--- src/rtl/tpu_feed_pkg.sv ---
// Shared constants and types for the input-SRAM feeder that drives the west edge of the systolic array.
package tpu_feed_pkg;

    localparam int unsigned LANES      = 4;
    localparam int unsigned LANE_W     = 8;
    localparam int unsigned ROW_W      = LANES * LANE_W;
    localparam int unsigned FIFO_DEPTH = 2;
    localparam int unsigned PTR_W      = $clog2(FIFO_DEPTH);
    localparam int unsigned CNT_W      = $clog2(FIFO_DEPTH + 1);
    localparam int unsigned DRAIN_W    = (LANES > 2) ? $clog2(LANES) : 1;

    typedef enum logic [1:0] {
        ST_IDLE  = 2'd0,
        ST_RUN   = 2'd1,
        ST_DRAIN = 2'd2,
        ST_DONE  = 2'd3
    } feed_state_e;

    // One SRAM word: the spare bit marks the row as real data rather than padding.
    typedef struct packed {
        logic             valid;
        logic [ROW_W-1:0] ops;
    } sram_word_t;

endpackage

--- src/rtl/feed_skew_line.sv ---
// Triangular delay line: lane l is held l+1 stages so rows enter the array diagonally.
module feed_skew_line
    import tpu_feed_pkg::*;
(
    input  logic             clk_i,
    input  logic             rstb_i,
    input  logic             en_i,
    input  logic [ROW_W-1:0] row_data_i,
    input  logic [LANES-1:0] row_valid_i,
    output logic [ROW_W-1:0] a_data_o,
    output logic [LANES-1:0] a_valid_o
);

    for (genvar l = 0; l < LANES; l++) begin : g_lane
        logic [LANE_W:0]         in_c;
        logic [l:0][LANE_W:0]    pipe_q;
        logic [l:0][LANE_W:0]    pipe_d;

        assign in_c = {row_valid_i[l], row_data_i[l*LANE_W +: LANE_W]};

        if (l == 0) begin : g_first
            assign pipe_d = in_c;
        end else begin : g_rest
            assign pipe_d = {pipe_q[l-1:0], in_c};
        end

        always_ff @(posedge clk_i) begin
            if (!rstb_i) begin
                pipe_q <= '0;
            end else if (en_i) begin
                pipe_q <= pipe_d;
            end
        end

        assign a_data_o[l*LANE_W +: LANE_W] = pipe_q[l][LANE_W-1:0];
        assign a_valid_o[l]                 = pipe_q[l][LANE_W];
    end

endmodule

--- src/rtl/sram_in_feeder.sv ---
// Streams a block of words out of the input SRAM, buffers them against read latency and
// hands each word to the skew line as one row of per-lane operands.
module sram_in_feeder
    import tpu_feed_pkg::*;
#(
    parameter int unsigned ADDR_WIDTH = 8,
    parameter int unsigned DEPTH      = 128,
    parameter int unsigned DATA_WIDTH = 33
)
(
    input  logic                  clk0,
    input  logic                  rstb0,
    input  logic                  start,
    input  logic [ADDR_WIDTH-1:0] base_addr,
    input  logic [ADDR_WIDTH-1:0] num_words,
    input  logic                  en,
    output logic                  busy,
    output logic                  done,
    output logic                  csb0,
    output logic                  web0,
    output logic                  spare_wen0,
    output logic [ADDR_WIDTH-1:0] addr0,
    output logic [DATA_WIDTH-1:0] din0,
    input  logic [DATA_WIDTH-1:0] dout0,
    output logic [ROW_W-1:0]      a_data,
    output logic [LANES-1:0]      a_valid
);

    feed_state_e           state_q, state_d;
    logic                  csb0_q, csb0_d;
    logic [ADDR_WIDTH-1:0] addr0_q, addr0_d;
    logic [ADDR_WIDTH-1:0] next_addr_q, next_addr_d;
    logic [ADDR_WIDTH-1:0] issue_left_q, issue_left_d;
    logic [ADDR_WIDTH-1:0] pop_left_q, pop_left_d;
    logic [DRAIN_W-1:0]    drain_cnt_q, drain_cnt_d;
    logic                  inflight_q, inflight_d;
    logic                  busy_q, busy_d;
    logic                  done_q, done_d;

    sram_word_t            fifo_mem_q [FIFO_DEPTH];
    logic [PTR_W-1:0]      wr_ptr_q, rd_ptr_q;
    logic [CNT_W-1:0]      fifo_cnt_q, fifo_cnt_d;

    logic                  push_c;
    logic                  pop_c;
    sram_word_t            head_c;
    logic                  row_valid_c;
    logic [ROW_W-1:0]      row_data_c;
    logic [ADDR_WIDTH-1:0] start_addr_c;

    function automatic logic [ADDR_WIDTH-1:0] wrap_inc(input logic [ADDR_WIDTH-1:0] a);
        return (a == ADDR_WIDTH'(DEPTH - 1)) ? '0 : a + ADDR_WIDTH'(1);
    endfunction

    assign start_addr_c = ADDR_WIDTH'(32'(base_addr) % DEPTH);

    // SRAM data is only valid at the edge right after its request edge, so push exactly then.
    assign push_c     = inflight_q;
    assign pop_c      = (state_q == ST_RUN) && en && (fifo_cnt_q != '0);
    assign fifo_cnt_d = fifo_cnt_q + CNT_W'(push_c) - CNT_W'(pop_c);
    assign inflight_d = !csb0_q;

    assign head_c      = fifo_mem_q[rd_ptr_q];
    assign row_valid_c = pop_c && head_c.valid;
    assign row_data_c  = row_valid_c ? head_c.ops : '0;

    always_comb begin
        state_d      = state_q;
        csb0_d       = 1'b1;
        addr0_d      = addr0_q;
        next_addr_d  = next_addr_q;
        issue_left_d = issue_left_q;
        pop_left_d   = pop_left_q;
        drain_cnt_d  = drain_cnt_q;

        case (state_q)
            ST_IDLE: begin
                if (start) begin
                    if (num_words == '0) begin
                        state_d = ST_DONE;
                    end else begin
                        state_d      = ST_RUN;
                        csb0_d       = 1'b0;
                        addr0_d      = start_addr_c;
                        next_addr_d  = wrap_inc(start_addr_c);
                        issue_left_d = num_words - ADDR_WIDTH'(1);
                        pop_left_d   = num_words;
                    end
                end
            end
            ST_RUN: begin
                // Credit: FIFO occupancy plus reads still in the SRAM must never exceed the FIFO.
                if ((issue_left_q != '0) &&
                    ((CNT_W+1)'(fifo_cnt_d) + (CNT_W+1)'(inflight_d) < (CNT_W+1)'(FIFO_DEPTH))) begin
                    csb0_d       = 1'b0;
                    addr0_d      = next_addr_q;
                    next_addr_d  = wrap_inc(next_addr_q);
                    issue_left_d = issue_left_q - ADDR_WIDTH'(1);
                end
                if (pop_c) begin
                    pop_left_d = pop_left_q - ADDR_WIDTH'(1);
                    if (pop_left_q == ADDR_WIDTH'(1)) begin
                        state_d     = ST_DRAIN;
                        drain_cnt_d = '0;
                    end
                end
            end
            ST_DRAIN: begin
                if (en) begin
                    if (drain_cnt_q == DRAIN_W'(LANES - 2)) begin
                        state_d = ST_DONE;
                    end else begin
                        drain_cnt_d = drain_cnt_q + DRAIN_W'(1);
                    end
                end
            end
            ST_DONE: begin
                state_d = ST_IDLE;
            end
            default: begin
                state_d = ST_IDLE;
            end
        endcase

        busy_d = (state_d != ST_IDLE);
        done_d = (state_d == ST_DONE);
    end

    always_ff @(posedge clk0) begin
        if (!rstb0) begin
            state_q      <= ST_IDLE;
            csb0_q       <= 1'b1;
            addr0_q      <= '0;
            next_addr_q  <= '0;
            issue_left_q <= '0;
            pop_left_q   <= '0;
            drain_cnt_q  <= '0;
            inflight_q   <= 1'b0;
            busy_q       <= 1'b0;
            done_q       <= 1'b0;
            wr_ptr_q     <= '0;
            rd_ptr_q     <= '0;
            fifo_cnt_q   <= '0;
            for (int i = 0; i < int'(FIFO_DEPTH); i++) begin
                fifo_mem_q[i] <= '0;
            end
        end else begin
            state_q      <= state_d;
            csb0_q       <= csb0_d;
            addr0_q      <= addr0_d;
            next_addr_q  <= next_addr_d;
            issue_left_q <= issue_left_d;
            pop_left_q   <= pop_left_d;
            drain_cnt_q  <= drain_cnt_d;
            inflight_q   <= inflight_d;
            busy_q       <= busy_d;
            done_q       <= done_d;
            fifo_cnt_q   <= fifo_cnt_d;
            if (push_c) begin
                fifo_mem_q[wr_ptr_q] <= sram_word_t'(dout0);
                wr_ptr_q             <= wr_ptr_q + PTR_W'(1);
            end
            if (pop_c) begin
                rd_ptr_q <= rd_ptr_q + PTR_W'(1);
            end
        end
    end

    feed_skew_line u_skew (
        .clk_i       (clk0),
        .rstb_i      (rstb0),
        .en_i        (en),
        .row_data_i  (row_data_c),
        .row_valid_i ({LANES{row_valid_c}}),
        .a_data_o    (a_data),
        .a_valid_o   (a_valid)
    );

    assign busy       = busy_q;
    assign done       = done_q;
    assign csb0       = csb0_q;
    assign addr0      = addr0_q;
    assign web0       = 1'b1;
    assign spare_wen0 = 1'b0;
    assign din0       = '0;

endmodule

--- config.mk ---
export PLATFORM = sky130hd
export DESIGN_NAME = sram_in_feeder
export DESIGN_NICKNAME = d
export VERILOG_FILES = /design/src/rtl/tpu_feed_pkg.sv /design/src/rtl/feed_skew_line.sv /design/src/rtl/sram_in_feeder.sv
export SDC_FILE = /design/constraint.sdc
export NUM_CORES = 1
export LEC_CHECK = 0
export ABC_AREA = 1
export BUFFER_PORTS_ARGS = -buffer_cell sky130_fd_sc_hd__buf_2
export CORE_MARGIN = 5
export CORE_UTILIZATION = 43
export DETAILED_ROUTE_END_ITERATION = 7
export PLACE_DENSITY_LB_ADDON = 0.1
export SLEW_MARGIN = 20
export SYNTH_ARGS = -nofsm -noshare
export SYNTH_HDL_FRONTEND = slang
export SYNTH_HIERARCHICAL = 1
export SYNTH_SLANG_ARGS = --single-unit
--- constraint.sdc ---
create_clock -name clk0 -period 2.2 [get_ports clk0]
set_input_delay 0.44 -clock clk0 [delete_from_list [all_inputs] [get_ports clk0]]
set_output_delay 0.44 -clock clk0 [all_outputs]
set_load 0.02 [all_outputs]
==> run_results.csv <==
group,metric,value,unit
clock_tree,hold_buffers,0,
global_routing,gr-total-overflow,0,
yosys,yosysSeqAreaShare,48.5,%
sta,worst_pin_slew,791,ps
sta,slew_headroom,47.2,%
setup_path,path_class,"reg2reg",
hold_path,hold_path.class,"in2reg",
floorplan,fp-row-count,54,
clock_tree,cts_sinks,201,
final_layout,fin_cells,1721,
drt,drt_iter0_markers,355,
setup_path,start_kind,"register",
hold_path,worstHoldStart,"num_words[6]",
clock_tree,path_clk_slew,60,ps
yosys,synth_cell_types,38,
pwr,switching_share,26.2,%
sta,rsz0062_at_grt,"no",
global_routing,grt.busiest_layer,"met2",
clock_tree,htree_levels,1,
placement,place.gp.congestion,0.836,
yosys,ys.flop_type,"dfxtp_1",
floorplan,core_area,22000,um2
final_layout,final_cell_mix,"372 x nand2_1, 330 x nor2_1, 167 x inv_1",
floorplan,dieArea,25500,um2
global_routing,grt_max_degree,181,
pwr,p_sw,2.50,mW
global_routing,met1_usage,20.7,%
floorplan,initial_core_util,44.0,%
setup_path,crit_path_end_kind,"register",
clock_tree,cts_buffers,23,
yosys,syn_area_per_cell,7.20,um2
drt,wl,20300,um
floorplan,ios,135,
placement,placedCellCount,1680,
pwr,p_leak,5.30,nW
sta,maxSlewViolCount,0,
drt,ant_nets,0,
placement,post-place-ws,21.4,ps
final_layout,diodes,0,
pwr,intPower,7.06,mW
global_routing,grt_first_pass_wirelength,33900,um
placement,hpwl,12800,um
clock_tree,cts_buffer_depth,3,
yosys,synth_seq_cells,201,
setup_path,crit_start,"fifo_cnt_q[1]",
setup_path,r2r_cells,15,
global_routing,grt_use_total,15.5,%
final_layout,num-nets-final,1485,
global_routing,grtUsageMet2,26.4,%
drt,first_pass_iters,5,
sta,period_needed,2020,ps
sta,finalHoldViolations,0,
hold_path,holdPathStages,3,
sta,whs,233,ps
yosys,netlist_area,9650,um2
outcome,status,"complete, no violations",
setup_path,cp.required,2630,ps
yosys,synthArstFlopShare,0,%
drt,vias,7690,
pwr,power_frac_comb,14.2,%
placement,port_buffers,98,
sta,max_freq,0.496,GHz
global_routing,antenna_found_initial,0,
setup_path,worstPathArrival,2450,ps
clock_tree,cts_tree,"yes",
setup_path,rr_startpoint,"fifo_cnt_q[1]",
final_layout,final_common_cell,"nand2_1",
sta,setup_slack,183,ps
clock_tree,clk_latency,500,ps
floorplan,die_w,160,um
sta,finalSetupTns,0,ps
clock_tree,clockRootBuffer,"clkbuf_16",
flow_run,drv_cap,0,
global_routing,gr-usage-met3,2.84,%
setup_path,ff2ff_setup_slack,180,ps
drt,wire_per_inst,11.8,um
setup_path,worstPathMaxFanout,8,
final_layout,area_growth,13.8,%
pwr,seqPwrFrac,44.4,%
setup_path,r2r-end,"next_addr_q[2]",
sta,setup_violations,0,
pwr,peakVddDrop,0.415,mV
yosys,synth_edf_count,66,
pwr,clkPwrFrac,41.4,%
yosys,yosys_warnings,6,
yosys,netlist_instances,1341,
floorplan,die_h,160,um
drt,drc_errors,0,
sta,period_share,91.7,%
pwr,cellPowerDensity,871,nW/um2
hold_path,worstHoldEndpoint,"pop_left_q[6]",
final_layout,layout-drive-gt1-share,12.4,%
global_routing,grt_pass1_vias,7070,
sta,fin_worst_skew,12.0,ps
drt,via_per_inst,4.47,
worst max path at each step:
stage                     depth (start not counted)  slack (ps)               end
after global routing                             15           6    next_addr_q[6]
final                                            15         180    next_addr_q[2]
after global placement                           16          80    next_addr_q[2]
after CTS                                        16         110    next_addr_q[1]
after floorplan                                   3         100  fifo_mem_q[0][0]
after detailed placement                         16          20    next_addr_q[5]
critical path: stages, from the launching register on:
cell and delay [ps]:
dfxtp_1 410, nor2_1 80, nor2_2 130, inv_1 60, nand2_1 50, nand2_1 50, ha_1 280, inv_1 60
nor2_1 30, nor2_1 120, nand3_2 100, buf_4 150, a21boi_4 120, buf_4 170, nor2_1 50, nor2_1 90
logic make-up after synthesis:
logic type / count (synthesis) / synth area share (%)
compound gates: 87 / 4.89
xor+xnor: 5 / 0.454
fa+ha+maj: 7 / 0.907
buf+inv: 269 / 13.5
flops: 201 / 48.5
other cells: 2 / 0.0778
simple gates: 770 / 31.6
repair_timing:
item / 4_1_cts / 5_1_grt
endpoints found under the setup margin: 0 / 17
resized for setup: 0 / 3
buffers inserted: 0 / 0
sequential cells by signal, indices dropped and copies added, names as in the netlist, named ones only:
| register | count |
|---|---|
| fifo_cnt_q | 2 |
| u_skew/g_lane.pipe_d | 54 |
| u_skew/a_data_o | 24 |
| fifo_mem_q | 66 |
| done | 1 |
| pop_left_q | 8 |
| issue_left_q | 8 |
| drain_cnt_q | 2 |
| busy | 1 |
| wr_ptr_q | 1 |
| state_q | 2 |
| rd_ptr_q | 1 |
| csb0 | 1 |
| u_skew/a_valid_o | 3 |
| inflight_q | 1 |
| addr0 | 8 |
| next_addr_q | 8 |
| u_skew/g_lane.pipe_q | 9 |
layer usage:
metal	up-vias	wire length (um)
li1	4166	-
met1	3380	9390
met2	124	9680
met3	20	946
met4	0	244
met5	-	0
cell type report:
| type | instances | area (um2) |
|---|---|---|
| clock buffer | 37 | 729 |
| clock inverter | 4 | 70.1 |
| multi-input combinational | 904 | 3790 |
| tap | 280 | 350 |
| timing repair buffer | 124 | 707 |
| sequential | 201 | 4690 |
| fill | 2241 | 11000 |
| inverter | 171 | 644 |
stage by stage:
stage                     total power [mW]  util, %  area, um2
final                                 9.56     50.0      11000
after global routing                  10.1     50.0      11000
after CTS                             9.68     50.0      11000
after detailed placement              5.70     46.3      10200
after global placement                5.68     46.3      10200
after floorplan                       5.41        -       9780
cells in the mapped netlist, types with 2 or more instances:
| library cell | count | share of area, % |
|---|---|---|
| a21oi_1 | 49 | 2.5 |
| buf_2 | 25 | 1.3 |
| buf_4 | 38 | 3.0 |
| buf_6 | 16 | 1.9 |
| clkbuf_1 | 19 | 0.74 |
| conb_1 | 2 | 0.078 |
| dfxtp_1 | 135 | 28 |
| edfxtp_1 | 66 | 21 |
| ha_1 | 7 | 0.91 |
| inv_1 | 167 | 6.5 |
| inv_2 | 2 | 0.078 |
| nand2_1 | 373 | 15 |
| nand2_2 | 3 | 0.19 |
| nand3_1 | 37 | 1.9 |
| nand3_2 | 3 | 0.31 |
| nand3b_1 | 7 | 0.54 |
| nand4_1 | 6 | 0.39 |
| nor2_1 | 330 | 13 |
| nor3_1 | 5 | 0.26 |
| o21a_1 | 3 | 0.23 |
| o21ai_0 | 26 | 1.3 |
| o21ai_1 | 2 | 0.10 |
| o21bai_1 | 2 | 0.16 |
| xor2_1 | 4 | 0.36 |
power groups by stage:
| stage | sequential, mW | combinational (mW) | clock [mW] |
|---|---|---|---|
| global placement | 4.32 | 1.36 | 0 |
| CTS | 4.24 | 1.38 | 4.05 |
| global route | 4.28 | 1.56 | 4.24 |
| floorplan | 4.37 | 1.03 | 0 |
| finish | 4.24 | 1.36 | 3.95 |
| detailed placement | 4.32 | 1.37 | 0 |
Note: power is estimated with default switching activity, not from simulation.
